File: src/rtl/uart_rx_fifo.sv
// Receive-side byte FIFO behind the 8N1 UART receiver: first-word fall-through
// storage that drops framing-error bytes and keeps overflow/error statistics.
module uart_rx_fifo #(
  parameter int unsigned DEPTH_LOG2 = 4
) (
  input  logic                  clk,
  input  logic                  reset,
  input  logic [7:0]            in_data,
  input  logic                  in_valid,
  input  logic                  in_error,
  output logic                  in_ready,
  output logic [7:0]            rd_data,
  output logic                  rd_valid,
  input  logic                  rd_en,
  input  logic                  clear,
  output logic [DEPTH_LOG2:0]   count,
  output logic                  overflow,
  output logic [7:0]            err_count
);

  localparam int unsigned DEPTH = 2 ** DEPTH_LOG2;
  localparam int unsigned PTR_W = DEPTH_LOG2 + 1;
  localparam int unsigned IDX_W = DEPTH_LOG2;

  logic [7:0]       mem [DEPTH];
  logic [PTR_W-1:0] wr_ptr;
  logic [PTR_W-1:0] rd_ptr;
  logic [IDX_W-1:0] wr_idx;
  logic [IDX_W-1:0] rd_idx;
  logic             empty;
  logic             full;
  logic             push;
  logic             pop;
  logic             err_seen;
  logic             drop_good;

  assign wr_idx = wr_ptr[IDX_W-1:0];
  assign rd_idx = rd_ptr[IDX_W-1:0];

  // Extra pointer MSB distinguishes full from empty when the indices match.
  assign empty = (wr_ptr == rd_ptr);
  assign full  = (wr_ptr[PTR_W-1] != rd_ptr[PTR_W-1]) && (wr_idx == rd_idx);

  // Handshake decisions look only at pre-edge state, so in_ready has no input path.
  assign push      = in_valid && !in_error && !full;
  assign pop       = rd_en && !empty;
  assign err_seen  = in_valid && in_error;
  assign drop_good = in_valid && !in_error && full;

  assign in_ready = !full;
  assign rd_valid = !empty;
  assign rd_data  = empty ? 8'h00 : mem[rd_idx];
  assign count    = wr_ptr - rd_ptr;

  // Storage array is intentionally not reset; pointers define validity.
  always_ff @(posedge clk) begin
    if (push && !clear) begin
      mem[wr_idx] <= in_data;
    end
  end

  always_ff @(posedge clk or posedge reset) begin
    if (reset) begin
      wr_ptr <= '0;
      rd_ptr <= '0;
    end else if (clear) begin
      wr_ptr <= '0;
      rd_ptr <= '0;
    end else begin
      if (push) wr_ptr <= wr_ptr + PTR_W'(1);
      if (pop)  rd_ptr <= rd_ptr + PTR_W'(1);
    end
  end

  // Diagnostics: sticky overflow and saturating framing-error counter.
  always_ff @(posedge clk or posedge reset) begin
    if (reset) begin
      overflow  <= 1'b0;
      err_count <= 8'h00;
    end else if (clear) begin
      overflow  <= 1'b0;
      err_count <= 8'h00;
    end else begin
      if (drop_good) overflow <= 1'b1;
      if (err_seen && (err_count != 8'hff)) err_count <= err_count + 8'd1;
    end
  end

endmodule

File: config.mk
export PLATFORM = sky130hd
export DESIGN_NAME = uart_rx_fifo
export DESIGN_NICKNAME = d
export VERILOG_FILES = /design/src/rtl/uart_rx_fifo.sv
export SDC_FILE = /design/constraint.sdc
export NUM_CORES = 1
export LEC_CHECK = 0
export ABC_CLOCK_PERIOD_IN_PS = 8500
export CAP_MARGIN = 5
export CORE_UTILIZATION = 40
export DETAILED_ROUTE_END_ITERATION = 8
export GPL_TIMING_DRIVEN = 0
export SYNTH_ARGS = -nofsm -noshare
export SYNTH_HDL_FRONTEND = slang
export SYNTH_SLANG_ARGS = --single-unit
File: constraint.sdc
create_clock -name clk -period 8.5 [get_ports clk]
set_input_delay 0.85 -clock clk [delete_from_list [all_inputs] [get_ports clk]]
set_output_delay 0.85 -clock clk [all_outputs]
set_load 0.03 [all_outputs]
== Yosys cells after proc, flatten, opt, wreduce, memory -nomap -nowiden ==
Memory sizes are Yosys's and may differ from the RTL's.
Index checks and enable logic that the tools add are counted.
Word-level totals
  output and inout port bits: 24
  memories kept: 1
  bits in writable memories: 128
  register bits after elaboration: 19
  logic and storage cells: 40
  input port bits: 14
Memories
  mem: words 16, bits a word 8, read ports 1, clocked after Yosys merged registers in 0, write ports 1, RTL line 25  | logic [7:0] mem [DEPTH];
Cells by class
  equal/unequal tests: 4
  multiplexer cells: 11
  reductions and logical operators: 16
  add/subtract/negate cells: 4
Operator list (count)
  2-to-1 mux 8 bit: 3
  2-to-1 mux 5 bit: 4
  adder 5 x 1 -> 5 bit, second input constant: 2
  adder 8 x 1 -> 8 bit, second input constant: 1
  logical AND 1 bit: 8
  != test 8 bit, second input constant: 1
  nonzero test 2 bit: 4
  equality test 5 bit: 1
  subtractor 5 bit: 1
  equality test 4 bit: 1
  zero test 1 bit: 4
  2-to-1 mux 1 bit: 4
  != test 1 bit: 1

== Logic depth before layout (Yosys ltp) ==
Gate-level depths: netlist of the first run.
  word-level depth: 7
  gate-level depth with buffers: 10
  depth with buffers taken out: 7

== Worst setup path before layout of the first run ==
No wires, ideal clock.
  kind: register -> output
  start point: register rd_ptr[1]
  end point: output port rd_data[6]
  buffers on the path: 4
  slack: 4746 ps
  arrival time: 2904 ps
  data required time: 7650 ps
  cell stages (with the launch flop): 11
  cells stage by stage: dfrtp_1 > buf_2 > inv_1 > clkbuf_1 > ha_1 > and4_1 > clkbuf_1 > nand2_1 > clkbuf_1 > o311ai_0 > o22ai_1
Between the ends
  word-level cells in the longest chain between the ends: 2
  elaborated cells between the ends (all ways): 3
  classes of those cells: eq/ne: 1; mux: 1; memory: 1
Ends and longest elaborated chain
  start: declaration: RTL line 27  | logic [PTR_W-1:0] rd_ptr;
  start signal: assignment: RTL line 71  | if (pop) rd_ptr <= rd_ptr + PTR_W'(1);
  memory (16 x 8 bit) / equality test 5 bit (equally long branches)
  2-to-1 mux 8 bit *: RTL line 52  | assign rd_data = empty ? 8'h00 : mem[rd_idx];
  end: declaration: RTL line 12  | output logic [7:0] rd_data,
Mark *: on every way between the ends. The rest lies on a longest branch, timed or not.

== Worst setup path after layout of the first run ==
Ends and elaborated chain as after synthesis.

==> metrics.txt, run 1 <==
Routed WL per cell=~21 um; Syn Nets=about 380; RSZ-0062 raised after global routing=no; Die Y-Extent=between 100 and 150 um; crit start category=flip-flop; mean post-synth cell area=approximately 17 um^2; Die Area=around 16000 um^2; DR vias=roughly 3400; setup violators final=0; FF-to-FF setup slack=around 4.5 ns; Async S/R FF share, synth=0.129; CTS Buf Count=17; cts hold-fix bufs=0; Final Cycle Share=0.613; total core area=approximately 15000 um^2; Crit Path Max Fanout=11; power consumption=about 1.7 mW; antenna violations before repair=0; Hold Crit Class=reg -> reg; max-slew violations=0; Clk pwr share=0.403; postcts setup bufs=0; Seq pwr share=0.457; Root Driver=clkbuf_16; Yosys top cell by area=edfxtp_1; gpl congestion=approximately 0.83; Initial Utilization=0.411; Cell Area, Synth=6240 um^2; Horiz. Die Dim=approximately 130 um; share of layout cells above drive strength 1=0.185; Yosys warning count=0; Area growth, synth to finish=18.9%; sequential cell area fraction in the yosys report=0.692; CP Data Arrival Time=between 4 and 5 ns; synth cell count leaders=128 x edfxtp_1, 28 x nor2_1, 27 x mux4_2; most common cell in the netlist=edfxtp_1; cell internal pwr=approximately 1.3 mW; htree depth=4; Switch Pwr=0.412 mW; slew at the pin closest to its max-slew limit=approximately 1.0 ns; power density cells=roughly 230 nW/um^2; count of final hold-check violations=0; IO Pins=38; Synth top area share=0.616; Crit. End Element=output pin; Max-Cap Viols=0; post-layout minimum cycle time=about 5.2 ns; Data required, critical path=~7.7 ns; drt via density=between 5 and 6; global-route usage over all layers=0.172; FMAX=around 190 MHz; Pleak=around 2.5 nW; CTS Buffer Depth=2; Clock Skew=~0.008 ns; setup TNS=0 ns; crit path kind=reg -> out; number of synthesized register bits=about 150; Hold Crit Depth=2; number of synthesized flops with an enable pin=about 130; number of global-route vias before repair=3414; clock-pin transition on the worst setup and hold timing paths=about 0.060 ns; Detailed Route WL=12800 um; peak supply drop=between 0.1 and 0.15 mV; clock sinks=roughly 150; Most used DFF post-synth=edfxtp_1; starting DRC count in detailed routing=204; post-cts gate resize count=0; WHS=0.508 ns; remaining antenna violation count after routing=0; drt first pass iters=4; largest net degree at the start of global routing=20; gr ovfl total=0; Antenna Cells=0; reg2reg path depth=9; status=complete, no violations; Yosys cell types=42; first-pass GRT wire length=19600 um; DRC violations left=0; HPWL Detailed=between 8000 and 9000 um; combinational fraction of design power=0.140; Gate Count Post-Synth=approximately 360; ranking of synthesized cells by area=edfxtp_1 62%, mux4_2 9.7%, dfrtp_1 7.6%, ha_1 2.0%, mux2i_1 1.8%; I/O Buffers=37; sw frac=0.237; clock latency on the worst-skew pair=0.42 ns; max_slew headroom=0.333; TritonCTS clock tree=yes; fin nets=440; std cell rows=45
==> registers in the layout, indices dropped and copies added, names as in the netlist <==
name,flops
mem,128
err_count,8
rd_ptr,5
wr_ptr,5
overflow,1
==> logic make-up (layout without fill, tap and decap cells) <==
logic type	Yosys count	after routing	share of synthesized area
buffers and inverters	28	97	0.0237
xor gates and xnor gates	14	14	0.0209
DFF	147	147	0.692
AOI/OAI and AO/OA	43	43	0.0445
and+or+nand+nor	65	65	0.0475
muxes	51	51	0.148
adders and majority gates	11	11	0.0233
==> worst max-delay path, stage by stage, from the launching register on <==
cell	delay, ns
dfrtp_1	0.38
buf_2	0.23
inv_1	0.12
clkbuf_1	0.67
ha_1	0.40
and4_1	0.20
clkbuf_1	0.21
nand2_1	0.17
clkbuf_1	0.37
o311ai_0	0.23
o22ai_1	0.24
clkdlybuf4s50_1	0.72
==> path summary, 6_finish.rpt <==
check	from	to
worst max-delay path	rd_ptr[1]	rd_data[6]
max in group asynchronous	reset	rd_ptr[3]
min in group asynchronous	reset	err_count[2]
worst min-delay path	overflow	overflow
worst min register to register	overflow	overflow
worst max register to register	rd_ptr[1]	mem[4][1]
==> layout by cell type, fill, tap and decap left out, types with 11 or more instances in the layout <==
| master | n |
|---|---|
| mux4_2 | 27 |
| clkbuf_1 | 11 |
| mux2i_1 | 11 |
| clkdlybuf4s50_1 | 37 |
| o21ai_0 | 15 |
| edfxtp_1 | 128 |
| clkbuf_16 | 17 |
| dfrtp_1 | 19 |
| a21oi_1 | 14 |
| nand2_1 | 11 |
| nor2_1 | 28 |
==> layout make-up <==
cell class | count | area (um^2)
fillers | 1298 | 7780
clock inverters | 12 | 115
multi-input cells | 184 | 1790
well taps | 188 | 235
inverters | 11 | 41.3
clock buffers | 20 | 437
flip-flops and latches | 147 | 4320
plain buffers | 17 | 106
repair buffers | 37 | 370
==> routing by layer <==
layer / track usage / vias up / wire (um)
met1: 0.228 / 1737 / 5650
met5: 0 / - / 0
li1: - / 1520 / -
met2: 0.271 / 122 / 6290
met4: 0.0504 / 0 / 128
met3: 0.0544 / 12 / 751
==> power by group through the flow <==
stage	logic (mW)	clock network, mW	registers, mW
after global placement	0.245	0	0.809
after detailed placement	0.247	0	0.809
final	0.243	0.701	0.794
after CTS	0.248	0.713	0.794
after global routing	0.263	0.744	0.794
after floorplan	0.162	0	0.809
==> through the flow <==
stage	cells	setup WS, ns	utilization	instance area (um^2)
detailed placement	584	3.68	0.452	6870
CTS	616	3.24	0.488	7420
global route	616	3.12	0.488	7420
finish	616	3.29	0.488	7420
floorplan	359	4.75	-	6240
global placement	584	3.82	0.450	6850
Power figures use the tool's default switching activity.
==> inputs of run 2 (changes only) <==
--- a/config.mk
+++ b/config.mk
@@ -5,7 +5,7 @@
 export SDC_FILE = /design/constraint.sdc
 export NUM_CORES = 1
 export LEC_CHECK = 0
-export ABC_CLOCK_PERIOD_IN_PS = 8500
+export ABC_CLOCK_PERIOD_IN_PS = 5200
 export CAP_MARGIN = 5
 export CORE_UTILIZATION = 40
 export DETAILED_ROUTE_END_ITERATION = 8
==> constraint.sdc (replaced) <==
create_clock -name clk -period 5.2 [get_ports clk]
set_input_delay 0.52 -clock clk [delete_from_list [all_inputs] [get_ports clk]]
set_output_delay 0.52 -clock clk [all_outputs]
set_load 0.03 [all_outputs]
==> results of run 2 <==
Same layout as run 1 (identical final DEF). Status: complete, no violations.
Among the figures that moved: setup slack after placement 3.68 ns -> 0.708 ns; setup slack after layout 3.29 ns -> 0.321 ns; register-to-register setup slack 4.51 ns -> 1.21 ns; total power 1.74 mW -> 2.84 mW; worst IR drop on VDD 0.144 mV -> 0.235 mV
==> inputs of run 3 (changes only) <==
--- a/config.mk
+++ b/config.mk
@@ -8,6 +8,7 @@
 export ABC_CLOCK_PERIOD_IN_PS = 5200
 export CAP_MARGIN = 5
 export CORE_UTILIZATION = 40
+export CTS_CLUSTER_DIAMETER = 150
 export DETAILED_ROUTE_END_ITERATION = 8
 export GPL_TIMING_DRIVEN = 0
 export SYNTH_ARGS = -nofsm -noshare
==> results of run 3 <==
Same layout as run 1 (identical final DEF). Status: complete, no violations.
Among the figures that moved: setup slack after placement 3.68 ns -> 0.708 ns; setup slack after layout 3.29 ns -> 0.321 ns; register-to-register setup slack 4.51 ns -> 1.21 ns; total power 1.74 mW -> 2.84 mW; worst IR drop on VDD 0.144 mV -> 0.235 mV
